**src/rtl/mul_div_unit.sv**
```systemverilog
`default_nettype none
// ============================================================================
// Module   : mul_div_unit
// Purpose  : Multi-cycle multiply/divide unit for the execute stage. MULTU
//            and DIVU iterate for 32 cycles (shift-add / restoring divide)
//            into the architectural HI/LO registers. MFHI/MFLO place HI/LO
//            onto dataOut for the writeback mux.
// Ports    : clk      - clock, rising edge
//            reset    - asynchronous active-high reset
//            valid    - issue strobe qualifying Signal/dataA/dataB
//            Signal   - 6-bit function code
//            dataA    - multiplicand / dividend
//            dataB    - multiplier / divisor
//            dataOut  - combinational HI (MFHI), LO (MFLO), else 0
//            busy     - high while an operation is iterating
//            done     - one-cycle pulse when HI/LO have been updated
//            divZero  - set with done when the finished divide had dataB==0
// Config   : MULDIV_SIGNED_EN - when defined, MULT/DIV are start codes and
//            operate on signed operands via magnitude conversion.
// Revision : 1.0 - initial release
// ============================================================================
module mul_div_unit #(
    parameter int WIDTH = 32
) (
    input  logic             clk,
    input  logic             reset,
    input  logic             valid,
    input  logic [5:0]       Signal,
    input  logic [WIDTH-1:0] dataA,
    input  logic [WIDTH-1:0] dataB,
    output logic [WIDTH-1:0] dataOut,
    output logic             busy,
    output logic             done,
    output logic             divZero
);

    localparam logic [5:0] c_op_multu = 6'b011001;
    localparam logic [5:0] c_op_divu  = 6'b011011;
    localparam logic [5:0] c_op_mfhi  = 6'b010000;
    localparam logic [5:0] c_op_mflo  = 6'b010010;
`ifdef MULDIV_SIGNED_EN
    localparam logic [5:0] c_op_mult  = 6'b011000;
    localparam logic [5:0] c_op_div   = 6'b011010;
`endif

    localparam logic [1:0] c_st_idle = 2'd0;
    localparam logic [1:0] c_st_mul  = 2'd1;
    localparam logic [1:0] c_st_div  = 2'd2;

    logic [1:0]         r_state;
    logic [4:0]         r_count;
    logic [WIDTH-1:0]   r_mcand;      // multiplicand magnitude
    logic [2*WIDTH-1:0] r_prod;       // {P_hi, P_lo}; carry lives only inside one step
    logic [WIDTH:0]     r_rem;        // restoring-divide remainder
    logic [WIDTH-1:0]   r_quo;        // quotient, starts as dividend
    logic [WIDTH-1:0]   r_dvsr;       // divisor magnitude
    logic [WIDTH-1:0]   r_dvnd;       // raw dataA, returned as HI on divide by zero
    logic               r_dz;         // current divide has a zero divisor
    logic [WIDTH-1:0]   r_hi;
    logic [WIDTH-1:0]   r_lo;
    logic               r_done;
    logic               r_divzero;
`ifdef MULDIV_SIGNED_EN
    logic               r_neg_q;      // product/quotient must be negated
    logic               r_neg_r;      // remainder must be negated
`endif

    logic               w_start_mul;
    logic               w_start_div;
    logic               w_accept;
    logic [WIDTH-1:0]   w_opa;
    logic [WIDTH-1:0]   w_opb;
    logic [WIDTH:0]     w_mul_add;
    logic [2*WIDTH-1:0] w_prod_nxt;
    logic [WIDTH+1:0]   w_rem_sh;
    logic [WIDTH+1:0]   w_diff;
    logic               w_neg;
    logic [WIDTH:0]     w_rem_nxt;
    logic [WIDTH-1:0]   w_quo_nxt;
    logic [WIDTH-1:0]   w_res_hi;
    logic [WIDTH-1:0]   w_res_lo;

    // ------------------------------------------------------------------
    // Start decode and operand conditioning
    // ------------------------------------------------------------------
`ifdef MULDIV_SIGNED_EN
    logic w_sign_op;
    logic w_a_neg;
    logic w_b_neg;

    assign w_sign_op   = (Signal == c_op_mult) || (Signal == c_op_div);
    assign w_start_mul = (Signal == c_op_multu) || (Signal == c_op_mult);
    assign w_start_div = (Signal == c_op_divu)  || (Signal == c_op_div);
    assign w_a_neg     = w_sign_op & dataA[WIDTH-1];
    assign w_b_neg     = w_sign_op & dataB[WIDTH-1];
    // The iterative core only ever sees magnitudes.
    assign w_opa       = w_a_neg ? (~dataA + 1'b1) : dataA;
    assign w_opb       = w_b_neg ? (~dataB + 1'b1) : dataB;
`else
    assign w_start_mul = (Signal == c_op_multu);
    assign w_start_div = (Signal == c_op_divu);
    assign w_opa       = dataA;
    assign w_opb       = dataB;
`endif

    assign w_accept = valid && (r_state == c_st_idle) && (w_start_mul || w_start_div);

    // ------------------------------------------------------------------
    // Shift-add multiply step: optional add into P_hi with carry, then the
    // carry/P_hi/P_lo triple shifts right by one.
    // ------------------------------------------------------------------
    assign w_mul_add  = r_prod[0] ? ({1'b0, r_prod[2*WIDTH-1:WIDTH]} + {1'b0, r_mcand})
                                  :  {1'b0, r_prod[2*WIDTH-1:WIDTH]};
    assign w_prod_nxt = {w_mul_add, r_prod[WIDTH-1:1]};

    // ------------------------------------------------------------------
    // Restoring divide step. One extra bit on the difference acts as the
    // borrow, so a set MSB means the trial subtraction went negative.
    // ------------------------------------------------------------------
    assign w_rem_sh  = {r_rem, r_quo[WIDTH-1]};
    assign w_diff    = w_rem_sh - {2'b00, r_dvsr};
    assign w_neg     = w_diff[WIDTH+1];
    assign w_rem_nxt = w_neg ? w_rem_sh[WIDTH:0] : w_diff[WIDTH:0];
    assign w_quo_nxt = {r_quo[WIDTH-2:0], ~w_neg};

    // ------------------------------------------------------------------
    // Final result as written into HI/LO on the last iteration
    // ------------------------------------------------------------------
    always_comb begin
        w_res_hi = '0;
        w_res_lo = '0;
        if (r_state == c_st_mul) begin
            {w_res_hi, w_res_lo} = w_prod_nxt;
`ifdef MULDIV_SIGNED_EN
            if (r_neg_q) begin
                {w_res_hi, w_res_lo} = ~w_prod_nxt + 1'b1;
            end
`endif
        end else if (r_dz) begin
            w_res_hi = r_dvnd;
            w_res_lo = {WIDTH{1'b1}};
        end else begin
            w_res_hi = w_rem_nxt[WIDTH-1:0];
            w_res_lo = w_quo_nxt;
`ifdef MULDIV_SIGNED_EN
            if (r_neg_r) begin
                w_res_hi = ~w_rem_nxt[WIDTH-1:0] + 1'b1;
            end
            if (r_neg_q) begin
                w_res_lo = ~w_quo_nxt + 1'b1;
            end
`endif
        end
    end

    // ------------------------------------------------------------------
    // Control FSM and datapath registers
    // ------------------------------------------------------------------
    always_ff @(posedge clk or posedge reset) begin
        if (reset) begin
            r_state   <= c_st_idle;
            r_count   <= '0;
            r_mcand   <= '0;
            r_prod    <= '0;
            r_rem     <= '0;
            r_quo     <= '0;
            r_dvsr    <= '0;
            r_dvnd    <= '0;
            r_dz      <= 1'b0;
            r_hi      <= '0;
            r_lo      <= '0;
            r_done    <= 1'b0;
            r_divzero <= 1'b0;
`ifdef MULDIV_SIGNED_EN
            r_neg_q   <= 1'b0;
            r_neg_r   <= 1'b0;
`endif
        end else begin
            r_done <= 1'b0;
            case (r_state)
                c_st_idle: begin
                    if (w_accept) begin
                        r_count   <= '0;
                        r_divzero <= 1'b0;
                        r_mcand   <= w_opa;
                        r_prod    <= {{WIDTH{1'b0}}, w_opb};
                        r_rem     <= '0;
                        r_quo     <= w_opa;
                        r_dvsr    <= w_opb;
                        r_dvnd    <= dataA;
                        r_dz      <= (dataB == '0);
`ifdef MULDIV_SIGNED_EN
                        r_neg_q   <= w_a_neg ^ w_b_neg;
                        r_neg_r   <= w_a_neg;
`endif
                        r_state   <= w_start_mul ? c_st_mul : c_st_div;
                    end
                end
                c_st_mul: begin
                    r_prod  <= w_prod_nxt;
                    r_count <= r_count + 5'd1;
                    if (r_count == 5'd31) begin
                        r_hi    <= w_res_hi;
                        r_lo    <= w_res_lo;
                        r_done  <= 1'b1;
                        r_state <= c_st_idle;
                    end
                end
                c_st_div: begin
                    r_rem   <= w_rem_nxt;
                    r_quo   <= w_quo_nxt;
                    r_count <= r_count + 5'd1;
                    if (r_count == 5'd31) begin
                        r_hi      <= w_res_hi;
                        r_lo      <= w_res_lo;
                        r_done    <= 1'b1;
                        r_divzero <= r_dz;
                        r_state   <= c_st_idle;
                    end
                end
                default: r_state <= c_st_idle;
            endcase
        end
    end

    // ------------------------------------------------------------------
    // Outputs
    // ------------------------------------------------------------------
    always_comb begin
        dataOut = '0;
        if (Signal == c_op_mfhi) begin
            dataOut = r_hi;
        end else if (Signal == c_op_mflo) begin
            dataOut = r_lo;
        end
    end

    assign busy    = (r_state != c_st_idle);
    assign done    = r_done;
    assign divZero = r_divzero;

endmodule
`default_nettype wire

```
**config.mk**
```make
export PLATFORM = sky130hd
export DESIGN_NAME = mul_div_unit
export DESIGN_NICKNAME = d
export VERILOG_FILES = /design/src/rtl/mul_div_unit.sv
export SDC_FILE = /design/constraint.sdc
export NUM_CORES = 1
export LEC_CHECK = 0
export ABC_CLOCK_PERIOD_IN_PS = 25800
export CAP_MARGIN = 30
export CORE_UTILIZATION = 25
export CTS_CLUSTER_DIAMETER = 100
export DETAILED_ROUTE_END_ITERATION = 16
export HOLD_SLACK_MARGIN = 0.05
export PLACE_DENSITY = 0.37
export SETUP_SLACK_MARGIN = 0.15
export SKIP_CTS_REPAIR_TIMING = 1
export SYNTH_ARGS = -nofsm -noshare
export SYNTH_HDL_FRONTEND = slang
export SYNTH_SLANG_ARGS = --single-unit
export TNS_END_PERCENT = 50
```
**constraint.sdc**
```tcl
create_clock -name clk -period 25.8 [get_ports clk]
set_input_delay 5.16 -clock clk [delete_from_list [all_inputs] [get_ports clk]]
set_output_delay 5.16 -clock clk [all_outputs]
set_load 0.01 [all_outputs]
```
---- Word-level counts from Yosys, hierarchy flattened ----
Index checks and enable logic that the tools add are counted.
storage, ports and cells
  flip-flop bits (word level) ............. 267
  bits of input ports ..................... 73
  output and inout bits ................... 35
operators by class
  add/subtract/negate cells ............... 3
  equal/unequal tests ..................... 10
  mux-type cells .......................... 25
  bitwise operators ....................... 1
  reductions and logical operators ........ 17
operators with widths
  operator             count
  $mux 32              7
  $pmux 64 s2          1
  $mux 33              3
  $pmux 33 s2          1
  $mux 64              1
  $pmux 32 s2          1
  $sub 34x32->34       1
  $add 32x32->33       1
  $logic_not 32->1     1
  $eq 6x5->1 const B   4
  $reduce_and 2->1     6
  $pmux 5 s2           1
  $reduce_bool 2->1    4
  $mux 2               3
  $add 5x1->5 const B  1
  $eq 5x5->1 const B   1
  $mux 5               1
  $mux 1               4
  $ne 2x2->1 const B   2
  $pmux 2 s2           1
  $reduce_and 3->1     1
  $eq 2x1->1 const B   1
  $eq 2x2->1 const B   1
  $logic_and 1x1->1    2
  6 further kinds      6

---- Logic depth before layout (Yosys ltp) ----
  depth after elaboration ................. 5
  depth in mapped cells ................... 15

---- Worst setup path after synthesis ----
OpenSTA, ideal clock, no wires.
  path kind ............................... input-to-output
  from .................................... input port Signal[1]
  to ...................................... output port dataOut[10]
  data arrival time ....................... 6.157 ns
  path slack .............................. 14.482 ns
  stages on the path ...................... 4
  buffers on the path ..................... 2
  cell sequence ........................... clkbuf_1 > buf_1 > mux2i_1 > nor2_1
between the ends
  longest elaborated chain between the ends .. 3
  elaborated cells on any way between the ends .. 4
  classes of those cells .................. eq/ne (2); mux (2)
ends and longest elaborated chain
  element          RTL line  text
  start, declared  28        input logic [5:0] Signal,
  $eq 6x5->1       233       end else if (Signal == c_op_mflo) begin
  $mux 32          233
  $mux 32 *        231       if (Signal == c_op_mfhi) begin
  end, declared    31        output logic [WIDTH-1:0] dataOut,
Mark *: on every way between the ends. The rest lies on a longest branch, timed or not.

---- Worst setup path after layout ----
  from .................................... input port Signal[4]
  to ...................................... output port dataOut[14]
Same word-level chain as after synthesis.

==> qor.log <==
INFO  setup_path     critical_path_peak_fanout=32
INFO  logic_synthesis synth.most_common_cell=sky130_fd_sc_hd__nand2_1
INFO  drt            detail_route.iter0.violations=923
INFO  floorplanning  core-area=62200um^2
INFO  clocking       cts_made_buffers=36
INFO  power_and_ir_drop power.ir.vdd_worst=0.0363mV
INFO  global_routing initial_antenna_violation_count=3
INFO  logic_synthesis synth_commonest_cells=sky130_fd_sc_hd__nand2_1 (388), sky130_fd_sc_hd__dfrtp_1 (267), sky130_fd_sc_hd__o21ai_0 (266)
INFO  worst_hold_path min_path_cells=2
INFO  clocking       cts_max_level=2
INFO  cells_and_area n_fill_cell=6637
INFO  setup_path     timing_worst_setup_path_type=in2out
INFO  logic_synthesis yosysSeqAreaShare=42.2%
INFO  clocking       cts.reportedPaths.clkPinSlew=0.06ns
INFO  clocking       clock_tree.buffer_depth=3
INFO  timing         unrepaired_setup_endpoints_after_global_routing=no
INFO  power_and_ir_drop power.share.clock=36.1%
INFO  clocking       worst_skew_pair.late_latency=0.56ns
INFO  timing         slew_headroom=33.6%
INFO  power_and_ir_drop power-per-cell-area=75.1nW/um^2
INFO  timing         final.period_utilization=46.9%
INFO  logic_synthesis ys_async_sr_fraction=100%
INFO  setup_path     critical_path_cell_count=6
INFO  power_and_ir_drop internal-power=0.938mW
INFO  setup_path     arrival_time_of_data_at_the_critical_path_endpoint=6.93ns
INFO  setup_path     timing.reg2reg.worst_path_depth=13
INFO  power_and_ir_drop power.net_switching=0.488mW
INFO  clocking       clock_tree_from_tritoncts=yes
INFO  place          detailedPlacementHpwl=41.3mm
INFO  setup_path     critPathRequiredTime=20.64ns
INFO  timing         worst_clock_skew=0.0299ns
INFO  drt            post_drt_via_cell_ratio=4.86
INFO  power_and_ir_drop p_leak=8.26nW
INFO  job            timing.max_cap.violations=0
INFO  setup_path     cp_buf_inv_count=3
INFO  timing         min_period=12.09ns
INFO  worst_hold_path min_delay_worst_type=reg2reg
INFO  timing         final-setup-viol-count=0
INFO  setup_path     critical_path.max_stage_delay=0.55ns
INFO  clocking       clock-sinks=267
INFO  cells_and_area final_net_count=2007
INFO  global_routing grt_overflow=0
INFO  timing         fmax=82.7MHz
INFO  logic_synthesis synthDominantCellAreaShare=42.2%
INFO  timing         timing_worst_slew_pin_value=0.996ns
INFO  power_and_ir_drop power_switching_share=34.2%
INFO  global_routing track_usage=18.3%
INFO  drt            number_of_iterations_in_the_first_detailed_routing_pass=5
INFO  global_routing first_global_vias=13100
INFO  logic_synthesis synth.largest_area_cell=sky130_fd_sc_hd__dfrtp_1
INFO  floorplanning  floorplan.die_area=64400um^2
INFO  floorplanning  io_pins=108
INFO  drt            via_count=13200
INFO  floorplanning  floorplan.rows=91
INFO  floorplanning  die_height=254um
INFO  timing         timing.final.hold_violations=0
INFO  setup_path     cp_slowest_cell=sky130_fd_sc_hd__clkdlybuf4s50_1
INFO  setup_path     critical_path.most_common_cell=sky130_fd_sc_hd__clkdlybuf4s50_1
INFO  logic_synthesis synth_fp_nets=1946
INFO  drt            drt-total-wl=57.9mm
INFO  drt            route.antenna.remaining_nets=0
INFO  logic_synthesis synth_enable_flop_cells=0
INFO  logic_synthesis syn-cell-area=15800um^2
INFO  drt            wl_per_cell=21.2um
INFO  setup_path     worstPathCellList=clkdlybuf4s50_1, nor3b_1, nand2_1, buf_4, nor2_1, clkdlybuf4s50_1
INFO  cells_and_area layout.core_utilization=30.5%
INFO  timing         fin_ws=13.71ns
INFO  floorplanning  initial_core_util=25.5%
INFO  setup_path     critical_path.top_delay_family=buffers and inverters
INFO  global_routing grt_start_max_net_pins=148
INFO  clocking       cts-root-buf=sky130_fd_sc_hd__clkbuf_16
INFO  global_routing grt_first_pass_wirelength=87.4mm
INFO  floorplanning  dieWidth=254um
INFO  timing         final.setup.tns=0ns
INFO  drt            detail_route.drc_violations=0
INFO  logic_synthesis avg_cell_area_syn=8.79um^2
INFO  setup_path     crit_path_end_kind=output pin
INFO  place          numPortBuffers=107
INFO  logic_synthesis yosys_warnings=0
INFO  power_and_ir_drop comb_power_share=25.0%
INFO  logic_synthesis post_synth_num_cell_types=80
INFO  logic_synthesis syn-instance-count=1802
INFO  power_and_ir_drop share_seq_of_total_power=39.0%
INFO  setup_path     setup.worst_path.start_class=input port
INFO  logic_synthesis yosys_register_bits=267
INFO  place          pre_cts_slack=13.70ns
INFO  timing         final_max_slew_viol_count=0
INFO  logic_synthesis dominantRegCellSynth=sky130_fd_sc_hd__dfrtp_1
INFO  place          weighted_congestion_at_the_end_of_routability_driven_global_placement=0.869
INFO  run_status     status=finished clean
INFO  cells_and_area flow.area_growth_from_synthesis=19.8%
INFO  logic_synthesis synth_area_leaders=sky130_fd_sc_hd__dfrtp_1 (42%), sky130_fd_sc_hd__nand2_1 (9.2%), sky130_fd_sc_hd__mux2i_1 (9.0%)
INFO  cells_and_area layout-drive-gt1-share=6.73%
## state kept, by name (all words and copies together), names as in the netlist
| register | count |
|---|---|
| r_prod | 64 |
| r_rem | 33 |
| r_dvnd | 32 |
| r_dvsr | 32 |
| r_hi | 32 |
| r_lo | 32 |
| r_quo | 32 |
| r_count | 5 |
| r_state | 2 |
| divZero | 1 |
| done | 1 |
| r_dz | 1 |
## tightest hold or removal path, delay by kind of cell, from the launching register on
family / cells / cell delay (ns)
flip-flops: 1 / 0.34
AND/OR/NAND/NOR: 2 / 0.10
## final timing paths
| path | slack (ns) | to | startpoint |
|---|---|---|---|
| worst max-delay path | 13.71 | dataOut[14] | Signal[4] |
| worst min-delay path | 0.47 | r_lo[31]$_DFFE_PP0P_ | r_lo[31]$_DFFE_PP0P_ |
| worst max register to register | 20.95 | r_hi[17]$_DFFE_PP0P_ | r_rem[0]$_DFFE_PP0P_ |
| worst min register to register | 0.47 | r_lo[31]$_DFFE_PP0P_ | r_lo[31]$_DFFE_PP0P_ |
| max in group asynchronous | 19.37 | r_lo[8]$_DFFE_PP0P_ | reset |
| min in group asynchronous | 5.08 | r_lo[26]$_DFFE_PP0P_ | reset |
## power by group through the flow
stage / Sequential (mW) / Clock [mW] / Combinational (mW)
final: 0.555 / 0.515 / 0.356
after global routing: 0.566 / 0.550 / 0.404
after CTS: 0.555 / 0.534 / 0.357
after detailed placement: 0.563 / 0 / 0.355
after global placement: 0.561 / 0 / 0.352
after floorplan: 0.534 / 0 / 0.251
## stage by stage
stage / instances / power [mW] / hold WS (ns) / instance area, um^2
global route: 2726 / 1.52 / 0.502 / 19000
finish: 2726 / 1.43 / 0.474 / 19000
CTS: 2724 / 1.45 / 0.475 / 19000
floorplan: 1802 / 0.785 / 0.438 / 15800
detailed placement: 2661 / 0.918 / 0.462 / 17800
global placement: 2660 / 0.914 / 0.457 / 17700
## placed cells by master (no fill, tap or decap), types with 4 or more instances in the layout
master / Yosys / final
sky130_fd_sc_hd__or3_1: 32 / 32
sky130_fd_sc_hd__clkbuf_1: 85 / 5
sky130_fd_sc_hd__xor2_1: 18 / 18
sky130_fd_sc_hd__inv_1: 56 / 55
sky130_fd_sc_hd__clkbuf_8: 0 / 8
sky130_fd_sc_hd__o31ai_1: 16 / 16
sky130_fd_sc_hd__mux2_2: 11 / 11
sky130_fd_sc_hd__o211ai_1: 11 / 11
sky130_fd_sc_hd__a211oi_1: 7 / 7
sky130_fd_sc_hd__buf_4: 1 / 19
sky130_fd_sc_hd__nor2b_1: 7 / 7
sky130_fd_sc_hd__nand2_1: 388 / 387
sky130_fd_sc_hd__a32o_1: 4 / 4
sky130_fd_sc_hd__nor2_1: 85 / 84
sky130_fd_sc_hd__a31oi_1: 9 / 9
sky130_fd_sc_hd__and3_1: 8 / 7
sky130_fd_sc_hd__nor3_1: 15 / 15
sky130_fd_sc_hd__mux2i_1: 142 / 142
sky130_fd_sc_hd__xnor2_1: 35 / 35
sky130_fd_sc_hd__a21oi_1: 73 / 71
sky130_fd_sc_hd__a221o_1: 16 / 16
sky130_fd_sc_hd__o21bai_1: 13 / 13
sky130_fd_sc_hd__o21a_1: 8 / 8
sky130_fd_sc_hd__nand3_1: 23 / 22
sky130_fd_sc_hd__a21o_1: 20 / 20
sky130_fd_sc_hd__nand4_1: 14 / 14
sky130_fd_sc_hd__dfrtp_1: 267 / 265
sky130_fd_sc_hd__o21ai_0: 266 / 266
sky130_fd_sc_hd__nor4_1: 9 / 9
sky130_fd_sc_hd__clkinv_2: 0 / 4
sky130_fd_sc_hd__o22ai_1: 5 / 5
sky130_fd_sc_hd__clkdlybuf4s50_1: 0 / 106
sky130_fd_sc_hd__ha_1: 69 / 67
sky130_fd_sc_hd__a2111oi_0: 5 / 5
sky130_fd_sc_hd__clkbuf_16: 0 / 36
## logic make-up after synthesis
family / count (synthesis) / synth area share, %
muxes: 153 / 9.75
DFF: 267 / 42.2
xor gates and xnor gates: 54 / 3.10
AOI/OAI and AO/OA: 490 / 18.7
buffers and inverters: 163 / 4.26
adders and majority gates: 71 / 5.70
and+or+nand+nor: 604 / 16.3
## final cells by class
cell class / instances / area, um^2 / share of cell area (%)
well taps: 837 / 1050 / 5.52
multi-input cells: 1372 / 8550 / 45.0
diodes: 1 / 2.50 / 0.0132
clock buffers: 49 / 1030 / 5.42
flip-flops and latches: 267 / 6680 / 35.2
inverters: 57 / 221 / 1.17
clock inverters: 14 / 176 / 0.929
repair buffers: 129 / 1280 / 6.72
## routing by layer
metal	GRT usage [%]	wire (um)
met5	0	13
met4	4.49	1210
met3	2.75	2610
met2	26.6	24500
met1	28.0	29600
No activity file was read; power rests on OpenSTA's default activity.
